$ cat src/rtl/cofre_pkg.sv
// Shared definitions for the sequential safe: controller states and
// 7-segment glyphs in {dp,g,f,e,d,c,b,a} order, active-high.
package cofre_pkg;

  typedef enum logic [1:0] {
    FECHADO = 2'd0,
    ABERTO  = 2'd1,
    TRAVADO = 2'd2
  } estado_t;

  localparam logic [7:0] SEG_A = 8'h77;
  localparam logic [7:0] SEG_L = 8'h38;

  localparam logic [7:0] SEG_HEX [0:15] = '{
    8'h3F, 8'h06, 8'h5B, 8'h4F, 8'h66, 8'h6D, 8'h7D, 8'h07,
    8'h7F, 8'h6F, 8'h77, 8'h7C, 8'h39, 8'h5E, 8'h79, 8'h71
  };

endpackage

$ cat src/rtl/decodificador_7seg.sv
// Combinational glyph selector: hex digit while closed, 'A' when open,
// 'L' during lockout. The parent registers the result.
module decodificador_7seg
  import cofre_pkg::*;
(
  input  logic [3:0] i_codigo,
  input  estado_t    i_modo,
  output logic [7:0] o_segmentos
);

  // Select the glyph for the requested mode
  always_comb begin
    o_segmentos = 8'h00;
    case (i_modo)
      FECHADO: o_segmentos = SEG_HEX[i_codigo];
      ABERTO:  o_segmentos = SEG_A;
      TRAVADO: o_segmentos = SEG_L;
      default: o_segmentos = 8'h00;
    endcase
  end

endmodule

$ cat src/rtl/cofre_sequencial.sv
// Clocked safe controller: checks one attempt per confirm edge, counts
// consecutive failures, enforces a timed lockout and drives LEDs/display.
module cofre_sequencial
  import cofre_pkg::*;
#(
  parameter int LARGURA        = 4,
  parameter int TOLERANCIA     = 3,
  parameter int MAX_TENTATIVAS = 3,
  parameter int TEMPO_TRAVA    = 8,
  parameter int SENHA_INICIAL  = 5
) (
  input  logic               clk,
  input  logic               reset,
  input  logic [LARGURA-1:0] tentativa,
  input  logic               confirmar,
  input  logic               programar,
  input  logic               fechar,
  output logic               led0,
  output logic               led1,
  output logic               led2,
  output logic               travado,
  output logic [7:0]         display
);

  localparam int LW = LARGURA + 1;
  localparam int TW = (TEMPO_TRAVA > 1) ? $clog2(TEMPO_TRAVA) : 1;

  estado_t            r_estado;
  logic [LARGURA-1:0] r_senha;
  logic [3:0]         r_falhas;
  logic [TW-1:0]      r_timer;
  logic               r_conf_q;

  estado_t            w_estado;
  logic [LARGURA-1:0] w_senha;
  logic [3:0]         w_falhas;
  logic [TW-1:0]      w_timer;
  logic               w_led0;
  logic               w_led1;
  logic               w_led2;
  logic               w_travado;
  logic [3:0]         w_restantes;
  logic [7:0]         w_segmentos;
  logic               w_pulso;
  logic [LW-1:0]      w_a;
  logic [LW-1:0]      w_b;
  logic [LW-1:0]      w_diff;

  assign w_pulso = confirmar & ~r_conf_q;
  assign w_a     = {1'b0, r_senha};
  assign w_b     = {1'b0, tentativa};
  // One extra bit keeps the distance exact across the full code range
  assign w_diff  = (w_a >= w_b) ? (w_a - w_b) : (w_b - w_a);

  // Next-state and next-output evaluation
  always_comb begin
    w_estado  = r_estado;
    w_senha   = r_senha;
    w_falhas  = r_falhas;
    w_timer   = r_timer;
    w_led0    = led0;
    w_led1    = led1;
    w_led2    = led2;
    w_travado = travado;
    case (r_estado)
      FECHADO: begin
        if (w_pulso) begin
          if (w_diff == LW'(0)) begin
            w_estado = ABERTO;
            w_led0   = 1'b1;
            w_led1   = 1'b0;
            w_led2   = 1'b0;
            w_falhas = 4'd0;
          end else begin
            w_led2 = 1'b1;
            w_led1 = (w_diff <= LW'(TOLERANCIA));
            if (r_falhas + 4'd1 == 4'(MAX_TENTATIVAS)) begin
              w_estado  = TRAVADO;
              w_timer   = TW'(TEMPO_TRAVA - 1);
              w_travado = 1'b1;
              w_falhas  = 4'd0;
            end else begin
              w_falhas = r_falhas + 4'd1;
            end
          end
        end else begin
          w_estado = FECHADO;
        end
      end
      ABERTO: begin
        w_led0 = 1'b1;
        if (fechar) begin
          w_estado = FECHADO;
          w_led0   = 1'b0;
          w_led1   = 1'b0;
          w_led2   = 1'b0;
        end else if (w_pulso && programar) begin
          w_senha = tentativa;
        end else begin
          w_senha = r_senha;
        end
      end
      TRAVADO: begin
        if (r_timer == TW'(0)) begin
          w_estado  = FECHADO;
          w_travado = 1'b0;
          w_led1    = 1'b0;
          w_led2    = 1'b0;
        end else begin
          w_timer = r_timer - TW'(1);
        end
      end
      default: begin
        w_estado = FECHADO;
      end
    endcase
  end

  assign w_restantes = 4'(MAX_TENTATIVAS) - w_falhas;

  decodificador_7seg u_display (
    .i_codigo    (w_restantes),
    .i_modo      (w_estado),
    .o_segmentos (w_segmentos)
  );

  // State and registered outputs
  always_ff @(posedge clk or posedge reset) begin
    if (reset) begin
      r_estado <= FECHADO;
      r_senha  <= LARGURA'(SENHA_INICIAL);
      r_falhas <= 4'd0;
      r_timer  <= TW'(0);
      r_conf_q <= 1'b0;
      led0     <= 1'b0;
      led1     <= 1'b0;
      led2     <= 1'b0;
      travado  <= 1'b0;
      display  <= SEG_HEX[MAX_TENTATIVAS];
    end else begin
      r_estado <= w_estado;
      r_senha  <= w_senha;
      r_falhas <= w_falhas;
      r_timer  <= w_timer;
      r_conf_q <= confirmar;
      led0     <= w_led0;
      led1     <= w_led1;
      led2     <= w_led2;
      travado  <= w_travado;
      display  <= w_segmentos;
    end
  end

endmodule

$ cat config.mk
export PLATFORM = sky130hd
export DESIGN_NAME = cofre_sequencial
export DESIGN_NICKNAME = d
export VERILOG_FILES = /design/src/rtl/cofre_pkg.sv /design/src/rtl/decodificador_7seg.sv /design/src/rtl/cofre_sequencial.sv
export SDC_FILE = /design/constraint.sdc
export NUM_CORES = 1
export LEC_CHECK = 0
export ABC_CLOCK_PERIOD_IN_PS = 7450
export CORE_MARGIN = 2
export CORE_UTILIZATION = 55
export CTS_CLUSTER_SIZE = 25
export DETAILED_ROUTE_END_ITERATION = 12
export GPL_TIMING_DRIVEN = 0
export PLACE_DENSITY = 0.81
export SYNTH_ARGS = -nofsm -noshare
export SYNTH_HDL_FRONTEND = slang
export SYNTH_SLANG_ARGS = --single-unit
$ cat constraint.sdc
create_clock -name clk -period 7.45 [get_ports clk]
set_clock_uncertainty 0.1 [all_clocks]
set_input_delay 1.49 -clock clk [delete_from_list [all_inputs] [get_ports clk]]
set_output_delay 1.49 -clock clk [all_outputs]
set_load 0.005 [all_outputs]
-- After elaboration in Yosys (flattened, before gate mapping)
Memory sizes are Yosys's and may differ from the RTL's.
Cells that the tools add are included.
- flip-flop bits (word level): 26
- bits of input ports: 9
- memories kept: 1
- memory bits (read-only): 128
- word-level logic and storage cells: 83
- memories (memory ; depth ; width ; rd ports ; clocked after Yosys merged registers in ; write ports ; line ; RTL):
    (name not given) ; 16 ; 8 ; 1 ; 0 ; 0 ; decodificador_7seg.sv:15 ; FECHADO: o_segmentos = SEG_HEX[i_codigo];
- eq/ne operators: 12
- magnitude comparators: 3
- reduce and logical (&&, ||, !) cells: 13
- add/sub/neg operators: 5
- bitwise gates (word level): 4
- muxes and demuxes: 35
- operator list (cell ; number):
    $pmux W8 S3 ; 1
    $mux W4 ; 4
    $mux W8 ; 2
    $ne A2 B2 Y1 const B ; 7
    $mux W1 ; 12
    $mux W3 ; 4
    $mux W2 ; 5
    $reduce_and A5 Y1 ; 2
    $sub A4 B4 Y5 ; 2
    $pmux W1 S3 ; 2
    $pmux W2 S3 ; 1
    $pmux W3 S2 ; 1
    $reduce_and A3 Y1 ; 2
    $ge A5 B5 Y1 const B ; 1
    $le A5 B2 Y1 const B ; 1
    $logic_not A5 Y1 ; 1
    $mux W5 ; 1
    $not A4 Y5 ; 1
    $add A4 B1 Y4 const B ; 1
    $eq A2 B1 Y1 const B ; 2
    $eq A2 B2 Y1 const B ; 2
    $eq A4 B2 Y1 const B ; 1
    $ge A4 B4 Y1 ; 1
    $logic_not A2 Y1 ; 2
    other kinds (10) ; 13

-- Logic depth before layout (Yosys ltp)
- word-level depth: 12
- depth in mapped cells: 20
- depth with buffers taken out: 19

-- Cells and area by module
A second synthesis with hierarchy kept.
- cells, all modules: 242
- area, all modules: 2147.1 µm²
- modules (own cells, without submodules) (module ; sequential area each (µm²) ; area an instance (µm²) ; cells each ; instances):
    cofre_sequencial ; 659.4 ; 1790.5 ; 188 ; 1
    decodificador_7seg ; 0.0 ; 356.6 ; 54 ; 1

-- Worst setup path before layout
No wires, ideal clock.
- kind: input-to-reg
- start: input port tentativa[0]
- end: register display[5]
- cell stages on the path: 19
- library setup time: 77 ps
- required time: 7273 ps
- setup slack: 2295 ps
- arrival: 4978 ps
- path through: inv_1 > ha_1 > inv_1 > fa_1 > o21ai_0 > mux2i_1 > o221ai_1 > or3_4 > buf_2 > nand2_1 > o31ai_1 > inv_1 > ha_1 > nor3b_1 > a31o_2 > a221o_1 > a21oi_1 > a221o_1 > a21oi_1
- longest elaborated chain between the ends: 12
- ends and longest elaborated chain (element ; line ; RTL):
    start: declaration ; cofre_sequencial.sv:14 ; input logic [LARGURA-1:0] tentativa,
    $sub A4 B4 Y5 or $ge A4 B4 Y1 (tied branches) ; cofre_sequencial.sv:53 ; assign w_diff = (w_a >= w_b) ? (w_a - w_b) : (w_b - w_a);
    $mux W5 * ; cofre_sequencial.sv:53 ;
    $logic_not A5 Y1 * ; cofre_sequencial.sv:68 ; if (w_diff == LW'(0)) begin
    $mux W4 * ; cofre_sequencial.sv:68 ;
    $mux W4 * ; cofre_sequencial.sv:67 ; if (w_pulso) begin
    $mux W4 * ; cofre_sequencial.sv:65 ; case (r_estado)
    net w_falhas[0] ; cofre_sequencial.sv:36 ; logic [3:0] w_falhas;
    $sub A2 B4 Y4 * ; cofre_sequencial.sv:119 ; assign w_restantes = 4'(MAX_TENTATIVAS) - w_falhas;
    $not A4 Y5 (implied by the code) * ; decodificador_7seg.sv:15 ;
    $mem_v2 Z16 W8 * ; -- ;
    $mux W8 (implied by the code) * (2 in series) ; decodificador_7seg.sv:15 ;
    $pmux W8 S3 * ; decodificador_7seg.sv:14 ; case (i_modo)
    net u_display.o_segmentos[5] ; decodificador_7seg.sv:8 ; output logic [7:0] o_segmentos
    end signal: assignment ; cofre_sequencial.sv:139 ; display <= SEG_HEX[MAX_TENTATIVAS];
    end signal: assignment ; cofre_sequencial.sv:150 ; display <= w_segmentos;
    end: declaration ; cofre_sequencial.sv:22 ; output logic [7:0] display
Mark *: on every way through the listed nets, which the timed path passes. The rest lies on a longest branch. The select of a mux whose other input is x is not followed.
A chain may end at the register's enable or synchronous reset.

-- Worst setup path after layout
- start: input port tentativa[1]
- end: register display[5]
The elaborated chain is that of the path after synthesis.

==> results.rst <==
.. list-table::
   :header-rows: 1

   * - Metric
     - Value
   * - Result of the run
     - finished clean
   * - Slew Viols, Final
     - 0
   * - Detailed-routing iteration count for the pre-antenna-repair pass
     - 4
   * - DR vias/cell
     - ~5.8
   * - Startpoint class of the critical path
     - primary input
   * - Leading cell types by total area after synthesis
     - sky130_fd_sc_hd__dfrtp_1 (21%), sky130_fd_sc_hd__ha_1 (15%), sky130_fd_sc_hd__dfstp_2 (8.7%)
   * - Chip width
     - between 60 and 70 um
   * - Hold Violations, Final
     - 0
   * - PwrDens
     - roughly 200 nW/um2
   * - Total of flip-flops plus latches after synthesis
     - 25
   * - Longest Clk Path Bufs
     - 2
   * - Share of the synthesized area in the top cell type
     - 21.3%
   * - CTS HTree Levels
     - 1
   * - Area of the die
     - 4360 um2
   * - Time the final worst path needs with I/O delays and setup
     - 6.21 ns
   * - Final core utilization
     - 65.4%
   * - Fraction of layout cells with a size suffix above 1
     - 8.09%
   * - Number of instances in the placed design
     - between 300 and 400
   * - Endpoint arrival time on the critical path
     - 6.31 ns
   * - Maximum resistive drop on vdd
     - approximately 0.18 mV
   * - Non-filler cells in the finished layout
     - 320
   * - IO Pins
     - 21
   * - Post-synth net total
     - 285
   * - Leading cell type in the layout, fill and taps excluded
     - sky130_fd_sc_hd__inv_1
   * - Number of DRC markers after the initial detailed-route iteration
     - approximately 110
   * - DP Wirelength
     - approximately 3400 um
   * - Library cells used by synthesis
     - 54
   * - Post-route DRC violation count
     - 0
   * - TritonCTS clock tree
     - done
   * - Endpoint required time on the critical path
     - 7.55 ns
   * - RSZ-0062 raised after global routing
     - no
   * - Number of antenna violations at the first check in global routing
     - 0
   * - Share of synthesized registers carrying an async set or reset
     - 100%
   * - Worst rel slew slack
     - between 30% and 40%
   * - Final #Nets
     - 309
   * - Total Routing Usage GR
     - 22.7%
   * - Setup Slack @ Placement
     - 1.03 ns
   * - Maximum number of pins on one net before global-route repair
     - 26
   * - Total negative slack for setup checks
     - 0 ns
   * - Core box area
     - 3690 um2
   * - Final worst setup slack
     - 1.24 ns
   * - WL final
     - 4540 um
   * - Global-route wire length before repair
     - 7760 um
   * - Final instance area
     - 2410 um2
   * - Area growth, synth to finish
     - 13.9%
   * - Highest Clock Rate
     - 161 MHz
   * - Largest driver fanout on the critical path
     - 10
   * - Critical Path End Type
     - flip-flop
   * - Sink Count
     - 25
   * - Die Span Y
     - 66.0 um
   * - Count of flip-flops with a built-in enable after synthesis
     - 0
   * - Initial Utilization
     - 57.4%
   * - Antenna Violating Nets Remaining
     - 0
   * - Reg-to-reg slack, setup
     - around 2.4 ns
   * - Root Buffer
     - sky130_fd_sc_hd__clkbuf_8
   * - Hold Path Class
     - flip-flop to flip-flop
   * - Share of the yosys chip area belonging to registers
     - 30.0%
   * - Placement row count
     - 22
   * - Vias after detailed routing
     - 1,850
   * - Grt ovf
     - 0
   * - Setup violators final
     - 0
   * - CTS resizes
     - 0
   * - Maxcap violations
     - 0
   * - Worst-path clk slew
     - 0.09 ns
   * - Fill count
     - approximately 330
   * - Count of warnings emitted by yosys
     - 0
   * - Routed len/inst
     - 14.2 um
   * - Clock insertion delay at the later pin of the skew report
     - 0.27 ns
   * - Number of global-route vias before repair
     - between 1.5k and 2k
   * - Cell type with the highest aggregate area in the netlist
     - sky130_fd_sc_hd__dfrtp_1
   * - CTS Hold Bufs
     - 0
   * - Slew at the pin closest to its max-slew limit
     - 0.979 ns
   * - Routability-driven placement congestion ratio
     - 0.867
   * - Period utilisation layout
     - 83.4%
   * - Worst Path Class, Setup
     - primary input to flip-flop
   * - Leak Pwr
     - 1.10 nW
   * - Area of the mapped netlist
     - 2120 um2
   * - Cell count after synthesis
     - 249
   * - Number of buffers created by CTS
     - 3
   * - Commonest non-fill, non-tap cells in the layout
     - sky130_fd_sc_hd__inv_1 (30), sky130_fd_sc_hd__ha_1 (25), sky130_fd_sc_hd__nor2_1 (22)
   * - Total setup buffers inserted after CTS
     - 0
   * - Total cell area at the placement stage
     - 2370 um2
   * - Synth Flop Type
     - sky130_fd_sc_hd__dfrtp_1
   * - Count of buffers inserted at the top-level ports
     - 19
   * - Post-synthesis area per instance
     - 8.50 um2
   * - Antenna diode count
     - 0
## synth_stat cells, drive strengths merged (5+ instances only)
library cell / number
nor2b: 6
o21ai: 21
inv: 30
o31ai: 6
nand3: 7
nand2b: 5
nand2: 20
dfstp: 7
dfrtp: 18
nor2: 23
ha: 25
a21oi: 14
## metrics by stage
| step | hold slack [ns] | power [mW] |
|---|---|---|
| CTS | 0.403 | 0.481 |
| global placement | 0.378 | 0.393 |
| detailed placement | 0.390 | 0.398 |
| finish | 0.396 | 0.479 |
| floorplan | 0.370 | 0.324 |
| global route | 0.429 | 0.518 |
## worst max-delay path, stage by stage
cell and delay, ns:
sky130_fd_sc_hd__clkdlybuf4s50_1 0.54, sky130_fd_sc_hd__inv_1 0.11, sky130_fd_sc_hd__ha_1 0.34, sky130_fd_sc_hd__nor2b_1 0.14
sky130_fd_sc_hd__o21ai_0 0.21, sky130_fd_sc_hd__mux2i_1 0.11, sky130_fd_sc_hd__o221ai_1 0.35, sky130_fd_sc_hd__or3_4 0.25
sky130_fd_sc_hd__buf_2 0.23, sky130_fd_sc_hd__nand2_1 0.07, sky130_fd_sc_hd__o31ai_1 0.82, sky130_fd_sc_hd__inv_1 0.20
sky130_fd_sc_hd__ha_1 0.34, sky130_fd_sc_hd__nor3b_1 0.25, sky130_fd_sc_hd__a31o_2 0.15, sky130_fd_sc_hd__a221o_1 0.14
sky130_fd_sc_hd__a21oi_1 0.04, sky130_fd_sc_hd__a221o_1 0.36, sky130_fd_sc_hd__a21oi_1 0.15
## registers in the layout (all words and copies together), names as in the netlist
register / flops
travado: 1
r_falhas: 4
led2: 1
led1: 1
display: 7
r_conf_q: 1
r_senha: 4
r_timer: 3
led0: 1
r_estado: 2
## area by class of cell
cell class	instances	area, um2	area share, %
buffer	8	43.8	1.82
clock buffer	4	45.0	1.87
inverter	30	113	4.67
multi-input combinational	186	1330	55.0
sequential	25	634	26.3
tap	48	60.1	2.49
timing repair buffer	19	190	7.88
## worst paths after layout
check / depth (start not counted) / end / startpoint
max: 19 / display[5] / tentativa[1]
min: 2 / r_senha[2] / r_senha[2]
max reg2reg: 18 / display[5] / r_senha[0]
max in group asynchronous: 2 / r_falhas[1] / reset
min in group asynchronous: 2 / r_timer[2] / reset
min reg2reg: 2 / r_senha[2] / r_senha[2]
## cells by family (layout without fill, tap and decap cells)
| kind of cell | after synthesis | in the layout | share of synthesized area [%] |
|---|---|---|---|
| muxes | 4 | 4 | 1.89 |
| and+or+nand+nor | 77 | 77 | 18.4 |
| adders and majority gates | 27 | 27 | 16.7 |
| other | 1 | 1 | 0.177 |
| buffers and inverters | 38 | 61 | 7.39 |
| AOI/OAI and AO/OA | 76 | 76 | 25.1 |
| xor gates and xnor gates | 1 | 1 | 0.414 |
| DFF | 25 | 25 | 30.0 |
## power by group
| group | leakage [nW] | switching, mW | internal, mW |
|---|---|---|---|
| clock | 0.0228 | 0.0437 | 0.0383 |
| sequential | 0.283 | 0.0168 | 0.169 |
| combinational | 0.791 | 0.111 | 0.101 |
## per-layer routing
layer / share of wire, % / vias up / track usage [%]
met4: 1.3 / 0 / 4.59
met2: 47 / 56 / 38.3
met5: 0 / - / 0
met3: 5.3 / 11 / 4.26
met1: 47 / 864 / 30.4
li1: - / 919 / -
(Power assumes the default switching activity.)
